File: src/rtl/tx_controller_pkg.sv
// Shared constants and helpers for the 802.11a K=7 rate-1/2 convolutional transmitter.
package tx_controller_pkg;

  localparam int K = 7;

  // Tap masks over {u, s1, s2, s3, s4, s5, s6}, u in the MSB.
  localparam logic [K-1:0] G0 = 7'o133;
  localparam logic [K-1:0] G1 = 7'o171;

  // Encoder history; bit [K-2] is s1 (newest), bit [0] is s6 (oldest).
  typedef logic [K-2:0] hist_t;

  function automatic logic tap_parity(input logic [K-1:0] vec, input logic [K-1:0] mask);
    return ^(vec & mask);
  endfunction

endpackage

File: src/rtl/tx_controller_conv_enc_k7.sv
// Combinational A/B generator for the K=7 [133 171] convolutional code.
module conv_enc_k7
  import tx_controller_pkg::*;
(
  input  logic  u,
  input  hist_t state,
  output logic  a,
  output logic  b
);

  logic [K-1:0] w_vec;

  assign w_vec = {u, state};
  assign a     = tap_parity(w_vec, G0);
  assign b     = tap_parity(w_vec, G1);

endmodule

File: src/rtl/tx_controller.sv
// Serial convolutional transmitter: one payload bit per two iClk cycles in,
// coded pair A then B out, one coded bit per iClk cycle.
module tx_controller
  import tx_controller_pkg::*;
(
  input  logic iClk,
  input  logic iRst,
  input  logic iEN,
  input  logic iData,
  output logic oData,
  output logic oTX
);

  logic  slwClk;
  hist_t r_hist;
  logic  r_b_hold;
  logic  w_a;
  logic  w_b;

  conv_enc_k7 u_enc (
    .u     (iData),
    .state (r_hist),
    .a     (w_a),
    .b     (w_b)
  );

  // slwClk high before an edge marks a sample edge; low marks the B phase edge.
  always_ff @(posedge iClk) begin
    if (iRst) begin
      slwClk   <= 1'b0;
      r_hist   <= '0;
      r_b_hold <= 1'b0;
      oData    <= 1'b0;
      oTX      <= 1'b0;
    end else begin
      slwClk <= ~slwClk;
      if (slwClk) begin
        if (iEN) begin
          r_hist   <= {iData, r_hist[K-2:1]};
          oData    <= w_a;
          r_b_hold <= w_b;
          oTX      <= 1'b1;
        end else begin
          // History is deliberately retained so the stream resumes seamlessly.
          oData    <= 1'b0;
          r_b_hold <= 1'b0;
          oTX      <= 1'b0;
        end
      end else begin
        oData <= r_b_hold;
      end
    end
  end

endmodule

File: config.mk
export PLATFORM = sky130hd
export DESIGN_NAME = tx_controller
export DESIGN_NICKNAME = d
export VERILOG_FILES = /design/src/rtl/tx_controller_pkg.sv /design/src/rtl/tx_controller_conv_enc_k7.sv /design/src/rtl/tx_controller.sv
export SDC_FILE = /design/constraint.sdc
export NUM_CORES = 1
export LEC_CHECK = 0
export CAP_MARGIN = 10
export CORE_AREA = 5 5 42 44
export CTS_BUF_LIST = sky130_fd_sc_hd__clkbuf_8
export CTS_CLUSTER_DIAMETER = 100
export DETAILED_ROUTE_END_ITERATION = 8
export DIE_AREA = 0 0 47 49
export MAX_ROUTING_LAYER = met4
export SLEW_MARGIN = 10
export SYNTH_ARGS = -nofsm -noshare
export SYNTH_HDL_FRONTEND = slang
export SYNTH_SLANG_ARGS = --single-unit
File: constraint.sdc
create_clock -name iClk -period 2.7 [get_ports iClk]
set_input_delay 0.81 -clock iClk [delete_from_list [all_inputs] [get_ports iClk]]
set_output_delay 0.81 -clock iClk [all_outputs]
set_load 0.02 [all_outputs]
== Word-level counts from Yosys, hierarchy flattened ==
Cells that the tools add are included.
Widths: inputs -> output; s select.
Word-level totals
  register bits: 10
  bits of input ports: 4
  output and inout port bits: 2
  logic and storage cells: 13
Operators by class
  multiplexer cells: 4
  bitwise logic cells: 1
  reductions and logical operators: 3
Operator list (number)
  $reduce_xor 7->1: 2
  $mux 1: 4
  $reduce_and 2->1: 1
  $not 1->1: 1

== Depth between registers and ports, before layout ==
  word-level depth: 3
  mapped depth: 5
  mapped depth without buffers: 4

== Modules after synthesis ==
A second synthesis with hierarchy kept.
Second synthesis, totals
  cell total of the unflattened synthesis: 37
  area, all modules: 434.2 µm²
By module, submodules not included
  tx_controller: instances 1, cells each 33, area an instance 361.6 µm², sequential area each 200.2 µm²
  conv_enc_k7: instances 1, cells each 4, area an instance 72.6 µm², sequential area each 0.0 µm²

== Worst setup path after synthesis ==
OpenSTA, ideal clock, no wires.
  kind: in2reg
  start: input port iData
  end: register oData
  setup time: 0.062 ns
  arrival: 1.636 ns
  required time: 2.638 ns
  setup slack: 1.002 ns
  cell stages on the path: 4
  path buffers: 0
  path through: xor2_1 -> xnor2_1 -> or4b_1 -> nand3_1
On the way
  longest elaborated chain between the ends: 3
RTL lines
  start: declaration: RTL line tx_controller.sv:9  | input logic iData,
  $reduce_xor 7->1: RTL line tx_controller_pkg.sv:14  | return ^(vec & mask);
  $mux 1: RTL line tx_controller.sv:38  | if (iEN) begin
  $mux 1: RTL line tx_controller.sv:37  | if (slwClk) begin
  end signal: assignment: RTL line tx_controller.sv:40  | oData <= w_a;
  end signal: assignment: RTL line tx_controller.sv:50  | oData <= r_b_hold;
  end: declaration: RTL line tx_controller.sv:10  | output logic oData,
Every way passes these cells.
A chain may end at the register's enable or synchronous reset.

== Worst setup path in the final report ==
Ends and elaborated chain as after synthesis.

==> reports/results.tsv <==
metric	value	unit
post-CTS setup buffer count	0	
DRT antenna net count	0	
CTS root buf	clkbuf_8	
Setup WS post-layout	691	ps
synthesized instance count	48	
Seq/Total Area, Yosys	0.508	
Pleak	0.000180	uW
Area after DPL	453	um^2
drt first pass iters	3	
register bit total from synthesis	10	
Worst-path clk slew	50	ps
post-route clock period utilization	0.744	
Reg area	200	um^2
Final Non-Filler Cells	70	
final setup TNS	0	ps
vias in the first global route	293	
core area	1400	um^2
DR iter-0 viols	4	
largest family of logic cells by synthesized area	simple AND/OR/NAND/NOR gates	
Placer Congestion	0.741	
CTS Sinks	10	
fin crit period	2010	ps
post-synthesis simple-gate area fraction	0.308	
Hold Path Class	reg -> reg	
clk_lat worst skew	240	ps
first-pass GRT wire length	1.22	mm
RSZ-0062 raised after global routing	false	
Tightest Pin Transition	400	ps
Synth Area in Adders	0	
status	completed	
Synth Area in Compound Gates	0.0889	
CTS resizes	0	
Port Buf Inserts	5	
max cap viols	0	
mapped cell area	394	um^2
Avg Cell Area, Syn	8.21	um^2
Synth Warn #	0	
Worst Path Required	2880	ps
full die area	2300	um^2
Slew headroom	0.733	
power density over cell area	716	nW/um^2
Final setup viols	0	
syn nets	52	
largest net degree at the start of global routing	14	
DRC violations left	0	
Die H	49	um
Multi-input gate area	183	um^2
Crit. End Element	flop	
Final #Nets	59	
clock skew	2.60	ps
# rows	14	
post-synth cell types	13	
H-Tree Depth	1	
Starting Density	0.281	
dpl hpwl	451	um
Final Instance Area	508	um^2
Avg WL per Cell	9.41	um
Place WS	448	ps
GRT Residual Overflow	0	
final hold violations	0	
peak supply drop	0.000303	V
io pins	6	
cts hold-fix bufs	0	
Inserted Clock Buffers	3	
area grow syn2layout	28.9	%
Die X	47	um
layout cells sized above 1	0.0926	
initial antenna violation count	0	
diode count	0	
xor and xnor area share after synthesis	0.0667	
mux contribution to synthesized area	0	
DR vias	321	
Critical Path AT	2190	ps
Layout Utilization	0.363	
critical path class	in -> reg	
fmax	498	MHz
vias per std cell	4.59	
reg-to-reg setup timing slack	1390	ps
Bufs on Longest Clock Path	2	
worst-path maximum fanout	4	
Total Wirelength	659	um
Final Max Tran Viols	0	
CP Launch Type	input pin	
DP Cell Count	66	
gr usage total	0.0790	
fillers	163	
CTS tree	built	
==> cell usage after synthesis <==
cell type | count | area share
nand2_1 | 15 | 0.14
dfxtp_1 | 10 | 0.51
a21oi_1 | 7 | 0.089
clkbuf_1 | 3 | 0.029
nand3_1 | 2 | 0.025
nor3_1 | 2 | 0.025
or4b_1 | 2 | 0.051
xnor2_1 | 2 | 0.044
and2_1 | 1 | 0.016
nand2b_1 | 1 | 0.016
nor2_1 | 1 | 0.0095
or3b_2 | 1 | 0.022
xor2_1 | 1 | 0.022
==> per-stage QoR <==
step                      hold WS, ps  power [uW]
after floorplan                   424         170
after global placement            443         180
after detailed placement          445         180
after CTS                         453         372
after global routing              473         381
final                             453         364
==> metal layers <==
layer  vias to the layer above  track usage  share of wire
li1                        170            -              -
met4                         0       0.0829          0.044
met2                         8       0.0928           0.40
met1                       140       0.0913           0.46
met5                         -            -              0
met3                         3       0.0332          0.086
==> final timing paths <==
path / endpoint / startpoint / depth (start not counted)
min reg2reg: r_hist[1] / r_hist[2] / 2
max: oData / iData / 5
max reg2reg: oData / slwClk / 3
min: r_hist[1] / r_hist[2] / 2
==> state kept, by name, summed over array words and instances, names as in the netlist <==
| register | flops |
|---|---|
| r_hist | 6 |
| r_b_hold | 1 |
| slwClk | 1 |
| oTX | 1 |
| oData | 1 |
==> logic make-up after synthesis <==
kind of cell | after synthesis
and+or+nand+nor | 25
AOI/OAI and AO/OA | 7
buffers and inverters | 3
xor gates and xnor gates | 3
DFF | 10
==> layout make-up <==
type | instances | area share
repair buffers | 5 | 0.0985
multi-input cells | 35 | 0.360
clock buffers | 4 | 0.108
well taps | 16 | 0.0394
flip-flops and latches | 10 | 0.394
==> critical path: stages <==
cell	delay (ps)
clkdlybuf4s50_1	500
xor2_1	180
xnor2_1	140
or4b_1	470
nand3_1	80
==> layout by cell type, fill, tap and decap left out <==
master / Yosys / routed
nand2_1: 15 / 15
dfxtp_1: 10 / 10
a21oi_1: 7 / 7
clkdlybuf4s50_1: 0 / 5
clkbuf_8: 0 / 4
xnor2_1: 2 / 2
nor3_1: 2 / 2
or4b_1: 2 / 2
nand3_1: 2 / 2
nor2_1: 1 / 1
and2_1: 1 / 1
or3b_2: 1 / 1
xor2_1: 1 / 1
nand2b_1: 1 / 1
==> report_power, final <==
group	leakage (uW)	internal, uW	switching [uW]
clock network	0.0000288	128	58.9
registers	0.0000813	152	2.56
logic	0.0000699	10.3	11.7
(Power assumes the default switching activity.)
==> RTL edit 1 (same settings) <==
`K`: 7 -> 14. Comments in the files are not updated.
--- a/src/rtl/tx_controller_pkg.sv
+++ b/src/rtl/tx_controller_pkg.sv
@@ -1,7 +1,7 @@
 // Shared constants and helpers for the 802.11a K=7 rate-1/2 convolutional transmitter.
 package tx_controller_pkg;
 
-  localparam int K = 7;
+  localparam int K = 14;
 
   // Tap masks over {u, s1, s2, s3, s4, s5, s6}, u in the MSB.
   localparam logic [K-1:0] G0 = 7'o133;
Function: changed (Yosys sat finds a counterexample within 4 cycles, from zero or initial values and one cycle with iRst high).
==> RTL edit 1 against the unedited design <==
  * Worst setup slack gained 0.0064 ns
  * Power is 28% higher
  * Largest power group is now registers
  * Sequential cell count increased by 7
  * Synthesized area is 59% higher
  * Highest routed layer is now met3
  * Clock power about the same
  * Largest cell class unchanged
  * Routed wire length rose by 63%
  * Count of clock-buffer cells in the layout shrank 1
  * Cell area up 46%
  * Worst hold slack got worse by 0.0052 ns
==> RTL edit 1: results (changes against the unedited design) <==
STA
  – Fin Hold WS: 0.4473 ns (-0.005245 ns)
  – Slew @ Worst Pin: 0.4405 ns (+0.04060 ns)
  – Layout Skew: 0.006531 ns (+0.003935 ns)
  – Fin worst setup slack: 0.6979 ns (+0.006409 ns)

Setup path
  – Worst setup path startpoint: oTX
  – Crit-path max FO: 2 (-2)
  – Worst r2r src: r_hist[4]
  – Max incr delay on CP: 0.61 ns (+0.11 ns)
  – R2r worst-path depth: 4 (+1)

Finish
  – Share of layout cells above drive strength 1: 0.08333 (-0.009259)
  – Max reg flops: 13 (+7)
  – Fill count: 137 (-16%)
  – Fin nets: 89 (+51%)

Global routing
  – Global-route wire length before repair: 1814 um (+49%)
  – Largest net degree at the start of global routing: 18 (+4)
  – Total GRT Usage: 0.1083 (+0.02924)

Pwr
  – Leak pwr: 0.2574 nW (+43%)

Route
  – Vias: 472 (+47%)
  – Post-DR vias/cell: 4.720 (+2.9%)
  – Iteration-0 DRC Markers: 7 (+3)

Status
  – Status: finished, final reports clean

Logic synthesis
  – Sequential area share after synthesis: 0.5440 (+0.03606)
  – Mapped Cells: 77 (+60%)
  – Net Count, Synth: 81 (+56%)
  – Yosys top cell area share: 0.5440 (+0.03606)
  – Synth area leaders: dfxtp_1, nand2_1, a21oi_1
  – Post-synth top cells: nand2_1, dfxtp_1, a21oi_1

Place
  – Final Wtd Congestion: 0.7102 (-4.2%)
  – Final HPWL DP: 696.9 um (+54%)
  – Area of placed instances: 695.7 sq um (+54%)
  – Dpl ws: 0.6298 ns (+0.1822 ns)
## RTL edit 1: cell count changes after synthesis, sizes merged
cell   change
dfxtp      +7
a21oi      +7
nand2     +14
buf        +1
## RTL edit 1: worst min-delay path by stage
stage                            end       start  depth (start not counted)
after global placement     r_hist[7]   r_hist[8]                          2
final                     r_hist[11]  r_hist[12]                          2
after floorplan               slwClk      slwClk                          1
after global routing       r_hist[7]   r_hist[8]                          2
after CTS                 r_hist[11]  r_hist[12]                          2
after detailed placement   r_hist[6]   r_hist[7]                          2
## RTL edit 1: power by group
part	switching, W	leakage [nW]	total [W]	internal (W)
clock	0.0000845	0.0255	0.000187	0.000102
sequential	0.00000182	0.137	0.000255	0.000253
combinational	0.0000142	0.0945	0.0000235	0.00000928
## RTL edit 1: routing by layer
metal	vias to the layer above	part of all wire	global-route usage
met2	5	0.43	0.1538
met4	0	0	0.04147
met3	0	0.043	0.03321
met5	-	0	-
met1	201	0.53	0.1413
li1	266	-	-
## RTL edit 1: cell type report
type | count | area, sq um | share of cell area
Clock buffer | 3 | 41.29 | 0.05565
Clock inverter | 1 | 5.005 | 0.006745
Multi-Input combinational cell | 56 | 270.3 | 0.3642
Sequential cell | 17 | 340.3 | 0.4587
Tap cell | 16 | 20.02 | 0.02698
Timing Repair Buffer | 7 | 65.06 | 0.08769
## RTL edit 1: cells by family (layout without fill, tap and decap cells)
family                 Yosys count  count (layout)  share of synthesized area
XOR/XNOR                         3               3                    0.04201
buffers and inverters            4              11                    0.02399
AO/OA/AOI/OAI                   14              14                     0.1120
AND/OR/NAND/NOR                 39              39                     0.2780
flip-flops                      17              17                     0.5440
==> RTL edit 2 (same settings) <==
Without the edit above. Make the reset (`iRst`) asynchronous in one clocked block.
--- a/src/rtl/tx_controller.sv
+++ b/src/rtl/tx_controller.sv
@@ -25,7 +25,7 @@
   );
 
   // slwClk high before an edge marks a sample edge; low marks the B phase edge.
-  always_ff @(posedge iClk) begin
+  always_ff @(posedge iClk or posedge iRst) begin
     if (iRst) begin
       slwClk   <= 1'b0;
       r_hist   <= '0;
Function: differs if iRst is asserted again (counterexample within 4 cycles, from zero or initial values and one cycle with iRst high); with iRst held inactive, the same outputs for 10 cycles.
==> RTL edit 2 against the unedited design <==
  * Maximum frequency increased by 1.4%
  * Count of clock-buffer cells in the layout is 1 lower
  * Routed wire length up 2.9%
  * Synthesized area grew 7.0%
  * Cell area up 4.9%
  * Worst setup slack improved by 0.029 ns
  * Sequential cell count is the same
  * Sequential share of layout area increased by 7.5 points
  * Clock skew down 0.0017 ns
  * Final cell count decreased by 26%
  * Utilization rose by 1.8 points
  * Critical path type is now register to output port
Power is not compared: it rests on default switching activity, and its combinational part moved more than twofold at a synthesized area within 25%.
==> RTL edit 2: results (changes against the unedited design) <==
Status
  – Status: finished, final reports clean

Setup path
  – Worst EP arrival: 1.17 ns (-1.02 ns)
  – Flop2flop setup slack: 1.53 ns (+0.14 ns)
  – Max incr delay on CP: 0.60 ns (+0.10 ns)
  – CP top delay family: buffers and inverters
  – Crit-path max FO: 2 (-2)

Finish
  – Fin nets: 42 (-29%)
  – Signal buf overhead: 0.09390 (-0.004625)
  – Share of layout cells above drive strength 1: 0.2778 (+0.1852)
  – Clock network area share: 0.07746 (-0.03091)
  – Signal inverters: 3 (+3)
  – Synthesis-to-layout area growth: 26.41%
  – Seq area share: 0.4695 (+0.07539)
  – Multi-input combinational area share: 0.3005 (-0.05914)
  – Fill count: 143 (-12%)
  – Sequential cells: 10 (unchanged)
  – Register area: 250.2 sq um (+25%)

Place
  – Dpl ws: 0.6555 ns (+0.2079 ns)
  – Final Wtd Congestion: 0.6713 (-9.4%)
  – Area of placed instances: 491.7 sq um (+8.6%)
  – Placed cell count: 49 (-26%)

Logic synthesis
  – Post-synth top cells: dfrtp_1, mux2_2, inv_1
  – Synth area leaders: dfrtp_1, mux2_2, xnor3_1
  – Sequential area share after synthesis: 0.5935 (+0.08554)
  – Ys async rst share: 1.000 (+1.000)
  – Distinct cells, synth: 9 (-4)
  – Net Count, Synth: 32 (-38%)
  – Top_reg_cell synth: dfrtp_1
  – Synth Area per Inst: 15.06 sq um (+83%)

Global routing
  – Total GRT Usage: 0.07410 (-0.004942)
  – Global-route wire length before repair: 1083 um (-11%)
  – Largest net degree at the start of global routing: 11 (-3)
  – Via count of the first global-routing pass: 258 (-12%)

Route
  – Avg WL per Cell: 13.04 um (+38%)
  – WL met3: 34 um (-40%)
  – Wl on met1: 257 um (-16%)
  – Vias: 222 (-31%)
  – DRT Pass-1 Iters: 1 (-2)
  – Post-DR vias/cell: 4.269 (-6.9%)

STA
  – Max-slew headroom: 0.7579 (+0.02536)
  – Final min period: 1.980 ns (-0.02865 ns)
  – Fin Hold WS: 0.4871 ns (+0.03460 ns)
  – Layout Skew: 0.0008486 ns (-0.001747 ns)

CTS
  – Largest buffer count on any clock path: 2 (unchanged)
  – Clock latency at the later pin of the worst-skew pair: 0.22 ns (-0.02 ns)
-- RTL edit 2: metal layers --
metal	vias to the layer above	track usage
met1	107	0.06697
met4	0	0.02765
met3	2	0.04428
met2	3	0.1222
met5	-	-
li1	110	-
-- RTL edit 2: final timing paths --
check                            end  depth (start not counted)       from
max                              oTX                          1        oTX
min reg2reg                   slwClk                          1     slwClk
max in group asynchronous        oTX                          2       iRst
min                           slwClk                          1     slwClk
min in group asynchronous  r_hist[2]                          2       iRst
max reg2reg                 r_b_hold                          3  r_hist[0]
-- RTL edit 2: kinds of logic (layout without fill, tap and decap cells) --
group           after synthesis  count (layout)  share of synthesized area
flops                        10              10                     0.5935
mux                           6               6                     0.1602
xor+xnor                      4               4                     0.1662
compound gates                3               3                    0.03560
buf+inv                       3              11                    0.02670
simple gates                  2               2                    0.01781
-- RTL edit 2: power breakdown --
part	internal (W)	switching (W)	total, W
Combinational	0.0000851	0.0000427	0.000128
Clock	0.0000967	0.0000481	0.000145
Sequential	0.000184	0.0000217	0.000206
